--- src/rtl/uart_pkg.sv ---
`default_nettype none
// ============================================================================
//  Module      : uart_pkg
//  Description : Shared definitions for the UART transceiver. Holds the
//                parity-mode constants, the state encoding used by both the
//                TX and RX state machines, and a parity helper.
//  Revision    : 1.0 - initial release
// ============================================================================
package uart_pkg;

    localparam int PAR_NONE = 0;
    localparam int PAR_ODD  = 1;
    localparam int PAR_EVEN = 2;

    typedef enum logic [2:0] {
        ST_IDLE   = 3'd0,
        ST_START  = 3'd1,
        ST_DATA   = 3'd2,
        ST_PARITY = 3'd3,
        ST_STOP   = 3'd4
    } uart_state_t;

    // Parity bit that brings the total count of ones (data + parity) to odd
    // or even. data_xor is the XOR-reduction of the payload.
    function automatic logic parity_bit(input logic data_xor, input int mode);
        return (mode == PAR_ODD) ? ~data_xor : data_xor;
    endfunction

endpackage
`default_nettype wire

--- src/rtl/uart_bit_timer.sv ---
`default_nettype none
// ============================================================================
//  Module      : uart_bit_timer
//  Description : Loadable down-counter generating one tick per bit period.
//                'start' loads a full period (or half a period when 'half'
//                is set); after the first tick it auto-reloads a full period,
//                so ticks keep landing at the same phase within each bit.
//  Ports       : clk, rst   - clock, synchronous active-high reset
//                start      - (re)load the counter
//                half       - with start, load CLKS_PER_BIT/2 instead
//                tick       - high for one cycle at the end of each period
//  Revision    : 1.0 - initial release
// ============================================================================
module uart_bit_timer #(
    parameter int CLKS_PER_BIT = 868
) (
    input  logic clk,
    input  logic rst,
    input  logic start,
    input  logic half,
    output logic tick
);

    localparam int CW = $clog2(CLKS_PER_BIT);
    localparam logic [CW-1:0] FULL_LOAD = CW'(CLKS_PER_BIT - 1);
    localparam logic [CW-1:0] HALF_LOAD = CW'(CLKS_PER_BIT / 2 - 1);
    localparam logic [CW-1:0] ONE       = CW'(1);

    logic [CW-1:0] count;
    logic          running;

    always_ff @(posedge clk) begin
        if (rst) begin
            count   <= '0;
            running <= 1'b0;
        end else if (start) begin
            count   <= half ? HALF_LOAD : FULL_LOAD;
            running <= 1'b1;
        end else if (running) begin
            if (count == '0) begin
                count <= FULL_LOAD;
            end else begin
                count <= count - ONE;
            end
        end
    end

    assign tick = running && (count == '0);

endmodule
`default_nettype wire

--- src/rtl/uart_xcvr.sv ---
`default_nettype none
// ============================================================================
//  Module      : uart_xcvr
//  Description : Full-duplex UART transceiver with configurable payload
//                width, parity mode and stop-bit count. TX and RX run
//                independently, each paced by its own uart_bit_timer.
//  Ports       : clk, rst              - clock, synchronous active-high reset
//                tx_data/valid/ready   - transmit handshake
//                txd                   - serial out, idle high
//                rxd                   - asynchronous serial in
//                rx_data/valid/ready   - receive handshake
//                rx_frame_err          - stop sample of rx_data's frame was low
//                rx_parity_err         - parity of rx_data's frame mismatched
//                rx_overrun            - one-cycle pulse when a byte is dropped
//  Revision    : 1.0 - initial release
// ============================================================================
module uart_xcvr
    import uart_pkg::*;
#(
    parameter int CLKS_PER_BIT = 868,
    parameter int DATA_BITS    = 8,
    parameter int PARITY       = 0,
    parameter int STOP_BITS    = 1
) (
    input  logic                 clk,
    input  logic                 rst,
    input  logic [DATA_BITS-1:0] tx_data,
    input  logic                 tx_valid,
    output logic                 tx_ready,
    output logic                 txd,
    input  logic                 rxd,
    output logic [DATA_BITS-1:0] rx_data,
    output logic                 rx_valid,
    input  logic                 rx_ready,
    output logic                 rx_frame_err,
    output logic                 rx_parity_err,
    output logic                 rx_overrun
);

    localparam logic [2:0] LAST_BIT  = 3'(DATA_BITS - 1);
    localparam logic       LAST_STOP = 1'(STOP_BITS - 1);

    // ------------------------------------------------------------------
    // Transmitter
    // ------------------------------------------------------------------
    uart_state_t          tx_state;
    logic [DATA_BITS-1:0] tx_shift;
    logic [2:0]           tx_bit_cnt;
    logic                 tx_stop_cnt;
    logic                 tx_par;
    logic                 tx_tick;
    logic                 tx_accept;

    assign tx_accept = (tx_state == ST_IDLE) && tx_ready && tx_valid;

    uart_bit_timer #(.CLKS_PER_BIT(CLKS_PER_BIT)) u_tx_timer (
        .clk   (clk),
        .rst   (rst),
        .start (tx_accept),
        .half  (1'b0),
        .tick  (tx_tick)
    );

    always_ff @(posedge clk) begin
        if (rst) begin
            tx_state    <= ST_IDLE;
            txd         <= 1'b1;
            tx_ready    <= 1'b0;
            tx_shift    <= '0;
            tx_bit_cnt  <= '0;
            tx_stop_cnt <= 1'b0;
            tx_par      <= 1'b0;
        end else begin
            case (tx_state)
                ST_IDLE: begin
                    txd <= 1'b1;
                    if (tx_accept) begin
                        tx_ready <= 1'b0;
                        txd      <= 1'b0;
                        tx_shift <= tx_data;
                        tx_par   <= parity_bit(^tx_data, PARITY);
                        tx_state <= ST_START;
                    end else begin
                        tx_ready <= 1'b1;
                    end
                end
                ST_START: begin
                    if (tx_tick) begin
                        txd        <= tx_shift[0];
                        tx_shift   <= tx_shift >> 1;
                        tx_bit_cnt <= '0;
                        tx_state   <= ST_DATA;
                    end
                end
                ST_DATA: begin
                    if (tx_tick) begin
                        if (tx_bit_cnt == LAST_BIT) begin
                            if (PARITY != PAR_NONE) begin
                                txd      <= tx_par;
                                tx_state <= ST_PARITY;
                            end else begin
                                txd         <= 1'b1;
                                tx_stop_cnt <= 1'b0;
                                tx_state    <= ST_STOP;
                            end
                        end else begin
                            txd        <= tx_shift[0];
                            tx_shift   <= tx_shift >> 1;
                            tx_bit_cnt <= tx_bit_cnt + 3'd1;
                        end
                    end
                end
                ST_PARITY: begin
                    if (tx_tick) begin
                        txd         <= 1'b1;
                        tx_stop_cnt <= 1'b0;
                        tx_state    <= ST_STOP;
                    end
                end
                ST_STOP: begin
                    if (tx_tick) begin
                        if (tx_stop_cnt == LAST_STOP) begin
                            tx_ready <= 1'b1;
                            tx_state <= ST_IDLE;
                        end else begin
                            tx_stop_cnt <= 1'b1;
                        end
                    end
                end
                default: begin
                    txd      <= 1'b1;
                    tx_state <= ST_IDLE;
                end
            endcase
        end
    end

    // ------------------------------------------------------------------
    // Receiver
    // ------------------------------------------------------------------
    logic [1:0]           rx_sync;
    logic [1:0]           rx_fill;   // marks when rx_sync holds real line samples
    logic                 rx_s;
    logic                 rx_armed;  // line seen high; a low level is a start edge
    uart_state_t          rx_state;
    logic [DATA_BITS-1:0] rx_shift;
    logic [2:0]           rx_bit_cnt;
    logic                 rx_pbit;
    logic                 rx_tick;
    logic                 rx_begin;

    assign rx_s     = rx_sync[1];
    assign rx_begin = (rx_state == ST_IDLE) && rx_armed && !rx_s;

    always_ff @(posedge clk) begin
        if (rst) begin
            rx_sync <= 2'b11;
            rx_fill <= 2'b00;
        end else begin
            rx_sync <= {rx_sync[0], rxd};
            rx_fill <= {rx_fill[0], 1'b1};
        end
    end

    uart_bit_timer #(.CLKS_PER_BIT(CLKS_PER_BIT)) u_rx_timer (
        .clk   (clk),
        .rst   (rst),
        .start (rx_begin),
        .half  (1'b1),
        .tick  (rx_tick)
    );

    // Arming requires a genuine high sample, so a line held low through
    // reset or after a break never fabricates a start edge.
    always_ff @(posedge clk) begin
        if (rst) begin
            rx_state      <= ST_IDLE;
            rx_armed      <= 1'b0;
            rx_shift      <= '0;
            rx_bit_cnt    <= '0;
            rx_pbit       <= 1'b0;
            rx_data       <= '0;
            rx_valid      <= 1'b0;
            rx_frame_err  <= 1'b0;
            rx_parity_err <= 1'b0;
            rx_overrun    <= 1'b0;
        end else begin
            rx_overrun <= 1'b0;
            if (rx_valid && rx_ready) begin
                rx_valid <= 1'b0;
            end
            case (rx_state)
                ST_IDLE: begin
                    if (!rx_armed) begin
                        if (rx_fill[1] && rx_s) begin
                            rx_armed <= 1'b1;
                        end
                    end else if (!rx_s) begin
                        rx_armed <= 1'b0;
                        rx_state <= ST_START;
                    end
                end
                ST_START: begin
                    if (rx_tick) begin
                        if (rx_s) begin
                            rx_armed <= 1'b1;
                            rx_state <= ST_IDLE;
                        end else begin
                            rx_bit_cnt <= '0;
                            rx_state   <= ST_DATA;
                        end
                    end
                end
                ST_DATA: begin
                    if (rx_tick) begin
                        rx_shift <= {rx_s, rx_shift[DATA_BITS-1:1]};
                        if (rx_bit_cnt == LAST_BIT) begin
                            rx_state <= (PARITY != PAR_NONE) ? ST_PARITY : ST_STOP;
                        end else begin
                            rx_bit_cnt <= rx_bit_cnt + 3'd1;
                        end
                    end
                end
                ST_PARITY: begin
                    if (rx_tick) begin
                        rx_pbit  <= rx_s;
                        rx_state <= ST_STOP;
                    end
                end
                ST_STOP: begin
                    if (rx_tick) begin
                        rx_state <= ST_IDLE;
                        rx_armed <= rx_s;
                        // A handshake in this same cycle frees the slot,
                        // and the later assignment below wins.
                        if (rx_valid && !rx_ready) begin
                            rx_overrun <= 1'b1;
                        end else begin
                            rx_valid      <= 1'b1;
                            rx_data       <= rx_shift;
                            rx_frame_err  <= !rx_s;
                            rx_parity_err <= (PARITY != PAR_NONE) &&
                                             (rx_pbit != parity_bit(^rx_shift, PARITY));
                        end
                    end
                end
                default: begin
                    rx_state <= ST_IDLE;
                end
            endcase
        end
    end

endmodule
`default_nettype wire

--- config.mk ---
export PLATFORM = sky130hd
export DESIGN_NAME = uart_xcvr
export DESIGN_NICKNAME = d
export VERILOG_FILES = /design/src/rtl/uart_pkg.sv /design/src/rtl/uart_bit_timer.sv /design/src/rtl/uart_xcvr.sv
export SDC_FILE = /design/constraint.sdc
export NUM_CORES = 1
export LEC_CHECK = 0
export BUFFER_PORTS_ARGS = -buffer_cell sky130_fd_sc_hd__buf_2
export CORE_MARGIN = 2
export CORE_UTILIZATION = 25
export CTS_BUF_LIST = sky130_fd_sc_hd__clkbuf_2
export CTS_CLUSTER_SIZE = 25
export DETAILED_ROUTE_END_ITERATION = 10
export SETUP_SLACK_MARGIN = 0.05
export SLEW_MARGIN = 20
export SYNTH_ARGS = -nofsm -noshare
export SYNTH_HDL_FRONTEND = slang
export SYNTH_HIERARCHICAL = 1
export SYNTH_SLANG_ARGS = --single-unit
--- constraint.sdc ---
create_clock -name clk -period 3.3 [get_ports clk]
set_input_delay 0.99 -clock clk [delete_from_list [all_inputs] [get_ports clk]]
set_output_delay 0.99 -clock clk [all_outputs]
set_load 0.01 [all_outputs]
==> impl_metrics.yaml <==
timing:
  clock_skew_ns: 0.02754
  maxSlewViolCount: 0
  rsz0062_at_grt: "false"
  finalWorstPathRequiredPeriod_ns: 2.843
  post-route-period-util: 0.8617
  setup_tns_ns: 0
  fmaxAchievable_mhz: 351.7
  max_slew.worst_pin.slew_ns: 0.6304
  setup_viol_count_final: 0
  relSlewSlack: 0.5785
  hold_violations: 0
  setup_ws_ns: 0.4565
synth:
  ys.flop_type: "dfxtp_1"
  synth_top_area_share: 0.4060
  synth-warning-count: 6
  syn_avg_cell_area_um2: 8.990
  synth_cell_types: 55
  async_reset_ff_frac: 0
  synth_edf_count: 0
  synth_area_leaders: "dfxtp_1 41%, mux2i_1 5.7%, a21oi_1 5.1%"
  yosysSeqAreaShare: 0.4060
  synthCells: 373
  ys_ff_latch: 68
  syn_area_mm2: 0.003353
  synth_top_cell_by_area: "dfxtp_1"
run_status:
  outcome: "completed"
cts:
  cts-buffers-inserted: 9
  tritoncts: "done"
  cts_max_path_buffers: 2
  htreeDepth: 3
  cts_hold_repair.buffers: 0
  cts.clk_slew.worst_paths_ns: 0.20
  post_cts_buffers: 0
  post_cts_resized: 0
  cts_num_sinks: 68
  insertion_delay_ns: 0.51
  cts_root_buf: "clkbuf_2"
finish:
  diodes: 0
  layout_commonest_cell: "dfxtp_1"
  synthToLayoutAreaGrowth_pct: 12.28
  nets: 408
  drive_gt1_frac: 0.1705
  postLayoutCellArea_mm2: 0.003765
  layoutNonFillerInstCount: 569
  final_cell_mix: "68 x dfxtp_1, 40 x nor2_1, 34 x nand2_1, 34 x a21oi_1, 25 x buf_2"
setup_path:
  cp_slowest_stage_delay_ns: 0.65
  crit_required_ns: 3.77
  end_kind: "register"
  critPathKind: "register to register"
  crit_path_cell_trace: "inv_1, ha_1, nand3_1, nor2b_1, nand4_1, or2_2, a21oi_1"
  critPathArrivalTime_ns: 3.31
  crit_fanout: 10
  crit_path_start_kind: "register"
  slowest_stage: "nand4_1"
pwr:
  power.ir.vdd_worst_mv: 0.1352
  p_per_area_mw_per_mm2: 475.5
  p_leak_nw: 1.422
placement:
  dp_cells: 554
  gp_congestion: 0.8000
  dpl_worst_slack_ns: 0.5040
  port_buffers: 25
  hpwl_um: 4963
  placed_cell_area_mm2: 0.003616
floorplanning:
  design.die.area_mm2: 0.01436
  io_pins: 27
  start_util: 0.2542
  fp.dieW_um: 119.8
  die_h_um: 119.8
  core_area_mm2: 0.01319
  core.rowCount: 42
grt:
  grt_usage: 0.1063
  grt_pass1_wl_um: 12420
  grt_pass1_vias: 2730
  grt_max_degree: 23
  globalRouteOverflowTotal: 0
  antenna_found_initial: 0
run:
  cap_violations: 0
routing:
  first_iter_violations: 114
  drt-total-wl_um: 7103
  drc: 0
  wl_per_cell_um: 12.48
  vias: 2738
  first_pass_iters: 4
  via_per_inst: 4.812
  antenna_left: 0
worst_hold_path:
  hold_path.class: "register to register"
[cell type report]
cell class,count,area [um2]
clock buffers,9,45.04
clock inverters,6,103.9
fillers,1407,9425
inverters,12,45.04
multi-input cells,268,1827
flip-flops and latches,68,1361
well taps,176,220.2
repair buffers,30,162.7
[cell usage after synthesis (4+ instances only)]
cell / n
a211oi_2: 7
a21oi_1: 34
a22oi_1: 4
buf_2: 8
clkbuf_1: 16
dfxtp_1: 68
ha_1: 6
inv_1: 12
mux2i_1: 19
nand2_1: 34
nand3_1: 8
nand3b_1: 4
nand4_1: 4
nor2_1: 40
nor2b_1: 8
nor3_1: 10
nor3b_1: 5
nor4_1: 4
nor4_4: 4
nor4b_1: 5
o21ai_0: 7
o311a_1: 4
o31ai_1: 4
xor2_1: 4
[worst max-delay path: cells and delay by family (launching register included)]
family	cells	cell delay, ns
AO/OA/AOI/OAI	1	0.12
adder cells (fa/ha/maj)	1	0.38
buffers and inverters	1	0.07
flip-flops	1	0.40
AND/OR/NAND/NOR	4	1.83
[report_power, final]
group | internal (mW) | leakage [nW] | switching, mW
combinational | 0.114 | 0.779 | 0.149
sequential | 0.862 | 0.553 | 0.0482
clock | 0.318 | 0.0892 | 0.298
[registers in the layout, summed over array words and instances (netlist names), 2 cells and up]
register          cells
tx_shift              8
rx_state              3
rx_bit_cnt            3
rx_fill               2
rx_data               8
tx_bit_cnt            3
tx_state              3
rx_shift              8
u_rx_timer/count     10
rx_sync               2
u_tx_timer/count     10
[layer usage]
layer | track usage | share of wire | vias up
li1 | - | - | 1367
met1 | 0.1256 | 0.47 | 1310
met2 | 0.1779 | 0.48 | 48
met3 | 0.02994 | 0.034 | 13
met4 | 0.05000 | 0.017 | 0
met5 | 0 | 0 | -
[final timing paths]
check | from | endpoint | slack [ns] | depth (start not counted)
worst max-delay path | u_rx_timer/count[0]$_SDFFE_PP0P_ | rx_frame_err$_SDFFE_PP0P_ | 0.46 | 7
worst max register to register | u_rx_timer/count[0]$_SDFFE_PP0P_ | rx_frame_err$_SDFFE_PP0P_ | 0.46 | 7
worst min register to register | rx_sync[0]$_SDFF_PP1_ | rx_sync[1]$_SDFF_PP1_ | 0.45 | 1
worst min-delay path | rx_sync[0]$_SDFF_PP1_ | rx_sync[1]$_SDFF_PP1_ | 0.45 | 1
[per-stage QoR]
stage	total power [mW]	util	hold WS [ns]
finish	1.790	0.2854	0.4468
CTS	1.816	0.2854	0.4510
global route	1.883	0.2854	0.4671
global placement	1.181	0.2741	0.4070
detailed placement	1.190	0.2741	0.4021
floorplan	1.134	-	0.3895
[logic make-up (layout without fill, tap and decap cells)]
kind of cell / Yosys count / after routing / share of synthesized area
simple gates: 147 / 147 / 0.2478
compound gates: 86 / 86 / 0.1974
flops: 68 / 68 / 0.4060
buf+inv: 40 / 57 / 0.05448
mux: 19 / 19 / 0.05672
fa+ha+maj: 6 / 6 / 0.02239
xor+xnor: 5 / 5 / 0.01306
other cells: 2 / 5 / 0.002240
(Power assumes the default switching activity.)
